## src/rtl/logger_fifo_pkg.sv

```systemverilog
// Shared types and sizing helpers for the frame-aware logger FIFO.
package logger_fifo_pkg;

    typedef enum logic {
        ACCEPT = 1'b0,
        DROP   = 1'b1
    } wr_state_e;

    localparam int unsigned DROP_CNT_W = 16;

    // Pointers carry one extra wrap bit so full and empty stay distinguishable.
    function automatic int unsigned ptr_width(input int unsigned depth);
        return $clog2(depth) + 1;
    endfunction

endpackage

```

## src/rtl/logger_fifo_ram.sv

```systemverilog
// Simple dual-port storage for the logger FIFO; ASYNC_RD selects an async (FWFT) or registered read port.
module logger_fifo_ram #(
    parameter int unsigned DW       = 9,
    parameter int unsigned DEPTH    = 256,
    parameter bit          ASYNC_RD = 1'b1,
    localparam int unsigned AW      = $clog2(DEPTH)
) (
    input  logic          clk,
    input  logic          rst,
    input  logic          we,
    input  logic [AW-1:0] waddr,
    input  logic [DW-1:0] wdata,
    input  logic          re,
    input  logic [AW-1:0] raddr,
    output logic [DW-1:0] rdata,
    output logic          peek_msb
);

    logic [DW-1:0] mem [DEPTH];

    always_ff @(posedge clk) begin
        if (we) begin
            mem[waddr] <= wdata;
        end
    end

    // Flag bit of the word at the read address, needed before a registered read completes.
    assign peek_msb = mem[raddr][DW-1];

    generate
        if (ASYNC_RD) begin : g_async
            logic unused_rd;
            assign unused_rd = ^{re, rst};
            assign rdata     = mem[raddr];
        end else begin : g_sync
            always_ff @(posedge clk) begin
                if (rst) begin
                    rdata <= '0;
                end else if (re) begin
                    rdata <= mem[raddr];
                end
            end
        end
    endgenerate

endmodule

```

## src/rtl/logger_fifo_frame.sv

```systemverilog
// Frame-aware synchronous FIFO with commit/rollback; beats become readable only after the frame's last beat.
// Optional statistics (drop_count, high_water) are built when LOGGER_FIFO_STATS_EN is defined.
module logger_fifo_frame
    import logger_fifo_pkg::*;
#(
    parameter int unsigned WIDTH            = 8,
    parameter int unsigned DEPTH            = 256,
    parameter int unsigned PROG_FULL_THRESH = DEPTH - 56,
    parameter int unsigned FWFT             = 1,
    localparam int unsigned PW              = ptr_width(DEPTH)
) (
    input  logic                  clk,
    input  logic                  rst,
    input  logic                  wr_en,
    input  logic [WIDTH-1:0]      din,
    input  logic                  wr_last,
    input  logic                  wr_abort,
    output logic                  full,
    output logic                  prog_full,
    output logic                  overflow,
    input  logic                  rd_en,
    output logic [WIDTH-1:0]      dout,
    output logic                  dout_last,
    output logic                  dout_valid,
    output logic                  empty,
    output logic [PW-1:0]         frames_avail,
    output logic [DROP_CNT_W-1:0] drop_count,
    output logic [PW-1:0]         high_water
);

    localparam int unsigned AW = PW - 1;

    wr_state_e       state, state_nxt;
    logic [PW-1:0]   wr_ptr, wr_ptr_nxt;
    logic [PW-1:0]   cm_ptr, cm_ptr_nxt;
    logic [PW-1:0]   rd_ptr;
    logic [PW-1:0]   used_wr;
    logic [PW-1:0]   frames_q;
    logic            we, commit, ovf_nxt, ovf_q;
    logic            rd_acc, rd_last;
    logic [WIDTH:0]  rdata;

    assign used_wr   = wr_ptr - rd_ptr;
    assign full      = (used_wr == PW'(DEPTH));
    assign prog_full = (used_wr >= PW'(PROG_FULL_THRESH));
    assign empty     = (cm_ptr == rd_ptr);
    assign rd_acc    = rd_en && !empty;

    // Write-side state machine: accept, commit, roll back on overflow or abort.
    always_comb begin
        state_nxt  = state;
        wr_ptr_nxt = wr_ptr;
        cm_ptr_nxt = cm_ptr;
        we         = 1'b0;
        commit     = 1'b0;
        ovf_nxt    = 1'b0;
        if (wr_abort) begin
            wr_ptr_nxt = cm_ptr;
            state_nxt  = ACCEPT;
        end else begin
            case (state)
                ACCEPT: begin
                    if (wr_en) begin
                        if (full) begin
                            wr_ptr_nxt = cm_ptr;
                            ovf_nxt    = 1'b1;
                            if (!wr_last) begin
                                state_nxt = DROP;
                            end
                        end else begin
                            we         = 1'b1;
                            wr_ptr_nxt = wr_ptr + PW'(1);
                            if (wr_last) begin
                                cm_ptr_nxt = wr_ptr + PW'(1);
                                commit     = 1'b1;
                            end
                        end
                    end
                end
                DROP: begin
                    if (wr_en && wr_last) begin
                        state_nxt = ACCEPT;
                    end
                end
                default: state_nxt = ACCEPT;
            endcase
        end
    end

    always_ff @(posedge clk) begin
        if (rst) begin
            state <= ACCEPT;
        end else begin
            state <= state_nxt;
        end
    end

    always_ff @(posedge clk) begin
        if (rst) begin
            wr_ptr   <= '0;
            cm_ptr   <= '0;
            rd_ptr   <= '0;
            frames_q <= '0;
            ovf_q    <= 1'b0;
        end else begin
            wr_ptr <= wr_ptr_nxt;
            cm_ptr <= cm_ptr_nxt;
            ovf_q  <= ovf_nxt;
            if (rd_acc) begin
                rd_ptr <= rd_ptr + PW'(1);
            end
            // A commit and a last-beat read in the same cycle cancel out.
            case ({commit, rd_acc && rd_last})
                2'b10:   frames_q <= frames_q + PW'(1);
                2'b01:   frames_q <= frames_q - PW'(1);
                default: frames_q <= frames_q;
            endcase
        end
    end

    assign overflow     = ovf_q;
    assign frames_avail = frames_q;

    logger_fifo_ram #(
        .DW       (WIDTH + 1),
        .DEPTH    (DEPTH),
        .ASYNC_RD (FWFT != 0)
    ) u_ram (
        .clk      (clk),
        .rst      (rst),
        .we       (we),
        .waddr    (wr_ptr[AW-1:0]),
        .wdata    ({wr_last, din}),
        .re       (rd_acc),
        .raddr    (rd_ptr[AW-1:0]),
        .rdata    (rdata),
        .peek_msb (rd_last)
    );

    generate
        if (FWFT != 0) begin : g_fwft
            assign dout       = empty ? '0 : rdata[WIDTH-1:0];
            assign dout_last  = !empty && rdata[WIDTH];
            assign dout_valid = !empty;
        end else begin : g_std
            logic dv_q;
            always_ff @(posedge clk) begin
                if (rst) begin
                    dv_q <= 1'b0;
                end else begin
                    dv_q <= rd_acc;
                end
            end
            assign dout       = rdata[WIDTH-1:0];
            assign dout_last  = rdata[WIDTH];
            assign dout_valid = dv_q;
        end
    endgenerate

`ifdef LOGGER_FIFO_STATS_EN
    logic [DROP_CNT_W-1:0] drop_q;
    logic [PW-1:0]         hw_q;

    // Saturating drop counter and peak speculative occupancy.
    always_ff @(posedge clk) begin
        if (rst) begin
            drop_q <= '0;
            hw_q   <= '0;
        end else begin
            if (ovf_nxt && (drop_q != '1)) begin
                drop_q <= drop_q + DROP_CNT_W'(1);
            end
            if (used_wr > hw_q) begin
                hw_q <= used_wr;
            end
        end
    end

    assign drop_count = drop_q;
    assign high_water = hw_q;
`else
    assign drop_count = '0;
    assign high_water = '0;
`endif

endmodule

```

## config.mk

```make
export PLATFORM = sky130hd
export DESIGN_NAME = logger_fifo_frame
export DESIGN_NICKNAME = d
export VERILOG_FILES = /design/src/rtl/logger_fifo_pkg.sv /design/src/rtl/logger_fifo_ram.sv /design/src/rtl/logger_fifo_frame.sv
export SDC_FILE = /design/constraint.sdc
export NUM_CORES = 2
export LEC_CHECK = 0
export BUFFER_PORTS_ARGS = -buffer_cell sky130_fd_sc_hd__buf_4
export CORE_MARGIN = 2
export CORE_UTILIZATION = 54
export CTS_CLUSTER_SIZE = 20
export DETAILED_ROUTE_END_ITERATION = 16
export HOLD_SLACK_MARGIN = 0.08
export PLACE_DENSITY = 0.66
export SLEW_MARGIN = 30
export SYNTH_ARGS = -nofsm -noshare
export SYNTH_HDL_FRONTEND = slang
export SYNTH_SLANG_ARGS = --single-unit
```

## constraint.sdc

```tcl
create_clock -name clk -period 7.85 [get_ports clk]
set_input_delay 2.355 -clock clk [delete_from_list [all_inputs] [get_ports clk]]
set_output_delay 2.355 -clock clk [all_outputs]
set_load 0.05 [all_outputs]
```

* Word level (Yosys, flattened, before mapping)
Memories as Yosys holds them, arrays and structs flattened. A register that Yosys moved wholly into a read port is not among the register bits.
Index checks and enable logic that the tools add are counted.
** Storage, ports and cells
- Register bits after elaboration :: 38
- Bits in writable memories :: 2304
- Output and inout bits :: 48
- Word-level logic and storage cells :: 58
- Memories :: 1
** Memory list
- u_ram.mem :: depth 256, width 9, read ports 1, clocked after memory_dff 1, wr ports 1, line logger_fifo_ram.sv:19 : logic [DW-1:0] mem [DEPTH];
** Cells by class
- $add $sub $neg :: 5
- Magnitude comparators :: 1
- Eq/ne operators :: 5
- Multiplexer cells :: 25
- Bitwise operators :: 4
- Reductions and logical operators :: 11
** Operators with widths (count)
- 9-bit two-way mux :: 4
- 9-bit by 1-bit adder with 9-bit output, second input constant :: 3
- 8-bit two-way mux :: 3
- 9-bit case mux with 2 select lines :: 1
- 1-bit two-way mux :: 16
- 9-bit == test :: 1
- 9-bit == test, second input constant :: 1
- 9-bit by 8-bit greater-or-equal comparator with 1-bit output, second input constant :: 1
- 9-bit by 1-bit subtractor with 9-bit output, second input constant :: 1
- 9-bit subtractor :: 1
- 5-bit AND reduction :: 1
- 1-bit logical AND :: 4
- 1-bit NOT :: 4
- 2-bit nonzero test :: 2
- 4-bit OR reduction :: 1
- 2-bit by 1-bit == test with 1-bit output, second input constant :: 1
- 2-bit == test, second input constant :: 1
- 2-bit != test, second input constant :: 1
- 1-bit case mux with 2 select lines :: 1
- 2-bit AND reduction :: 1
- 2-bit OR reduction :: 1
- 1-bit zero test :: 1

* Logic depth before layout (Yosys ltp)
- Word-level depth :: 8
- Depth in mapped cells :: 21
- Depth with buffers taken out :: 17

* By module
Synthesis repeated with hierarchy kept, for this count alone.
** Unflattened totals
- Cell total of the unflattened synthesis :: 4576
- Area, all modules :: 92004.5 µm²
** Modules (own cells, without submodules)
- logger_fifo_ram :: times used 1, cells each 4229, area each 89105.5 µm², sequential area each 69186.4 µm²
- logger_fifo_frame :: times used 1, cells each 347, area each 2899.0 µm², sequential area each 760.7 µm²

* Least setup slack after synthesis
OpenSTA, ideal clock, no wires.
- Path kind :: in2reg
- From :: in wr_abort
- To :: reg frames_q[8] (netlist: frames_avail[8])
- Library setup time :: 121 ps
- Data arrival time :: 5611 ps
- Slack :: 2118 ps
- Stages :: 13
- Cells stage by stage :: clkbuf_1 > nor4_2 > buf_4 > inv_1 > ha_1 > fa_1 > a21o_1 > a21oi_1 > o21bai_1 > a2111oi_0 > or3_1 > mux2i_1 > mux2_2
** Between the ends
- Longest elaborated chain between the ends :: 3
** Ends and longest elaborated chain
- start: declaration :: line logger_fifo_frame.sv:17 : input logic wr_abort,
- 1-bit two-way mux (*) :: line logger_fifo_frame.sv:57 : if (wr_abort) begin
- 2-bit by 1-bit == test with 1-bit output / 2-bit == test (equally long branches) :: line logger_fifo_frame.sv:113 : case ({commit, rd_acc && rd_last})
- 9-bit case mux with 2 select lines / 2-bit nonzero test (equally long branches)
- end signal: assignment :: line logger_fifo_frame.sv:114 : 2'b10: frames_q <= frames_q + PW'(1);
- end signal: assignment :: line logger_fifo_frame.sv:115 : 2'b01: frames_q <= frames_q - PW'(1);
- end signal: assignment :: line logger_fifo_frame.sv:116 : default: frames_q <= frames_q;
- end: declaration :: line logger_fifo_frame.sv:38 : logic [PW-1:0] frames_q;
Every way passes the cells marked *; elsewhere a longest branch is shown, timed or not.
A chain may end at the register's enable or synchronous reset.

==> results.json <==
{
  "switching_power_mw": 6.40,
  "seq_power_share_pct": 50.2,
  "synth-edff-count": 2304,
  "die_h_um": 416,
  "drc": 0,
  "ys_seq_elements": 2350,
  "setup_viol": 0,
  "cts_buffers": 226,
  "numClockSinks": 2350,
  "rows": 151,
  "timing.fmax_mhz": 131,
  "drt_first_iter_violations": 5773,
  "syn_to_final_growth_pct": 11.9,
  "yosysTopAreaCell": "edfxtp_1",
  "path_class": "reg2out",
  "grt_pass1_vias": 45200,
  "track_usage_pct": 25.9,
  "dp_hpwl_um": 132000,
  "nets": 4688,
  "leakage_nw": 31.2,
  "clk_latency_ns": 0.88,
  "avgSynthCellArea_um2": 20.3,
  "hold-path-cell-count": 2,
  "worstRegToRegCells": 17,
  "stdcell_count": 7062,
  "clock_tree.buffer_depth": 3,
  "power_switching_share_pct": 23.2,
  "cellPowerDensity_mw_per_mm2": 269,
  "syn-cell-area_mm2": 0.0916,
  "critPathLaunchType": "flop",
  "status": "completed",
  "drive_above_1_share_pct": 24.0,
  "ir_worst_vdd_mv": 0.263,
  "power_mw": 27.6,
  "grt_pass1_wl_um": 323000,
  "drtPass1Iterations": 6,
  "internal-power_mw": 21.2,
  "design.portCount": 62,
  "ys.flop_type": "edfxtp_1",
  "cts_tree": "done",
  "numPlacedInstances": 6634,
  "maxSlewHeadroom_pct": 29.8,
  "cp.arrival_ns": 5.30,
  "hp-start": "cm_ptr[8]$_SDFFE_PP0P_",
  "syn_inst": 4519,
  "grt.overflow.total": 0,
  "async_flop_share_pct": 0,
  "die_area_mm2": 0.173,
  "design.core.area_mm2": 0.169,
  "grt_antenna_before_repair": 0,
  "worst_slew_pin_slew_ns": 1.05,
  "r2r-end": "frames_avail[8]$_SDFFE_PP0P_",
  "fin_crit_ns": 7.66,
  "power_frac_clock_pct": 39.1,
  "timing.final.hold_violations": 0,
  "die_w_um": 416,
  "gp_congestion": 0.877,
  "ys_warn_count": 0,
  "drv_cap": 0,
  "fin_crit_sh_pct": 97.6,
  "antenna_cells": 0,
  "via_per_inst": 6.43,
  "r2r_setup_slack_ns": 1.46,
  "clock_skew_ns": 0.0490,
  "htreeDepth": 4,
  "drt-total-wl_um": 223000,
  "maxSlewViolCount": 0,
  "synth.distinct_cells": 63,
  "wl_per_cell_um": 31.6,
  "clk_pin_slew_ns": 0.06,
  "ys_seq_area_share_pct": 76.5,
  "hold_path_end": "cm_ptr[8]$_SDFFE_PP0P_",
  "synth.top_cell.area_share_pct": 75.5,
  "comb_power_share_pct": 10.7,
  "dr_total_vias": 45400,
  "grt_max_degree": 185,
  "tns_ns": 0,
  "cts_hold_buf": 0,
  "synth_area_leaders": "edfxtp_1, mux4_2, mux2i_1",
  "crit_required_ns": 5.50,
  "ant_nets": 0,
  "rsz0062_at_grt": "false",
  "start_util_pct": 54.2,
  "cp_max_fo": 31,
  "port_buffers": 36,
  "cp-end-kind": "output port",
  "cts-root-buf": "clkbuf_16",
  "min_path_type": "reg2reg"
}
-- stage by stage --
step / cell area, um^2 / worst slack (ns) / utilization, % / hold WS (ns)
after floorplan: 91700 / 2.12 / - / 0.483
after global placement: 94600 / 0.615 / 56.0 / 0.498
after detailed placement: 94800 / 0.576 / 56.1 / 0.513
after CTS: 102000 / 0.180 / 60.5 / 0.527
after global routing: 103000 / 0.0874 / 60.7 / 0.556
final: 103000 / 0.190 / 60.7 / 0.529
-- what timing repair did --
item | 4_1_cts | 5_1_grt
setup endpoints to repair | 5 | 0
resized for setup | 3 | 0
buffers inserted | 2 | 0
-- cell usage after synthesis, types with 31 or more instances --
cell type / number
nand3_1: 40
mux4_2: 508
nand2_1: 116
nand4_1: 36
clkbuf_1: 112
dfxtp_1: 46
a22oi_1: 80
edfxtp_1: 2304
mux2i_1: 190
mux2_2: 35
buf_2: 97
o22ai_1: 59
a211oi_1: 44
buf_4: 45
nor2_1: 348
buf_1: 36
o21ai_0: 31
a21oi_1: 109
-- state kept, by name, summed over array words and instances (netlist names), named ones only --
name / cells
rd_ptr: 9
u_ram.mem: 2304
cm_ptr: 9
overflow: 1
wr_ptr: 9
state: 1
frames_avail: 9
-- worst max-delay path by stage --
| stage | startpoint | endpoint | slack, ns | depth (start not counted) |
|---|---|---|---|---|
| global placement | flop | dout[0] | 0.62 | 10 |
| floorplan | wr_abort | frames_avail[8]$_SDFFE_PP0P_ | 2.12 | 13 |
| global route | flop | dout[1] | 0.09 | 11 |
| finish | flop | dout[2] | 0.19 | 8 |
| CTS | flop | dout[2] | 0.18 | 10 |
| detailed placement | flop | dout[0] | 0.58 | 10 |
-- cell families (layout without fill, tap and decap cells) --
group,Yosys count,count (layout),share of synthesized area [%]
compound gates,441,441,3.26
xor+xnor,33,33,0.315
fa+ha+maj,22,22,0.309
buf+inv,310,611,1.59
flops,2350,2350,76.5
mux,733,733,15.0
other cells,1,25,0.00409
simple gates,629,629,3.02
-- power by group through the flow --
stage / clock network (mW) / registers [mW] / logic, mW
after floorplan: 0 / 14.1 / 1.99
after CTS: 10.9 / 13.9 / 2.99
after detailed placement: 0 / 14.1 / 2.94
after global placement: 0 / 14.1 / 2.91
final: 10.8 / 13.9 / 2.96
after global routing: 11.4 / 13.8 / 3.14
-- worst max-delay path, cell delays in order (launching register included) --
cell and delay, ns:
dfxtp_4 0.72, nor2b_4 0.84, buf_4 0.45, a22oi_1 0.20, a22oi_1 0.72, nand4_1 0.28
a311oi_1 0.77, buf_4 0.24, buf_4 0.19
-- cell type report --
cell class              instances  area [um^2]
clock buffers                 291         6000
clock inverters               129         1340
fillers                     11900        66400
inverters                      20         75.1
multi-input cells            1883        20500
flip-flops and latches       2350        70100
well taps                    2218         2780
repair buffers                171         1670
-- metal layers --
layer  track usage (%)  vias to the layer above  wire [um]
met5                 0                        -          0
li1                  -                    18900          -
met1              38.3                    24000      90900
met3              4.52                      313      19500
met4              7.22                        0       5490
met2              40.4                     2179     107000
-- layout by cell type (no fill, tap or decap), types with 38 or more instances in the layout --
| master | synthesis | final |
|---|---|---|
| mux4_2 | 508 | 508 |
| nand2_1 | 116 | 115 |
| nor2_2 | 0 | 96 |
| a211oi_1 | 44 | 44 |
| o22ai_1 | 59 | 59 |
| clkbuf_1 | 112 | 59 |
| dfxtp_1 | 46 | 40 |
| a21oi_1 | 109 | 109 |
| clkinv_2 | 0 | 38 |
| clkinv_1 | 4 | 49 |
| clkbuf_16 | 0 | 230 |
| edfxtp_1 | 2304 | 2304 |
| mux2i_1 | 190 | 190 |
| buf_4 | 45 | 137 |
| a22oi_1 | 80 | 80 |
| nor2_1 | 348 | 251 |
(Power assumes the default switching activity.)
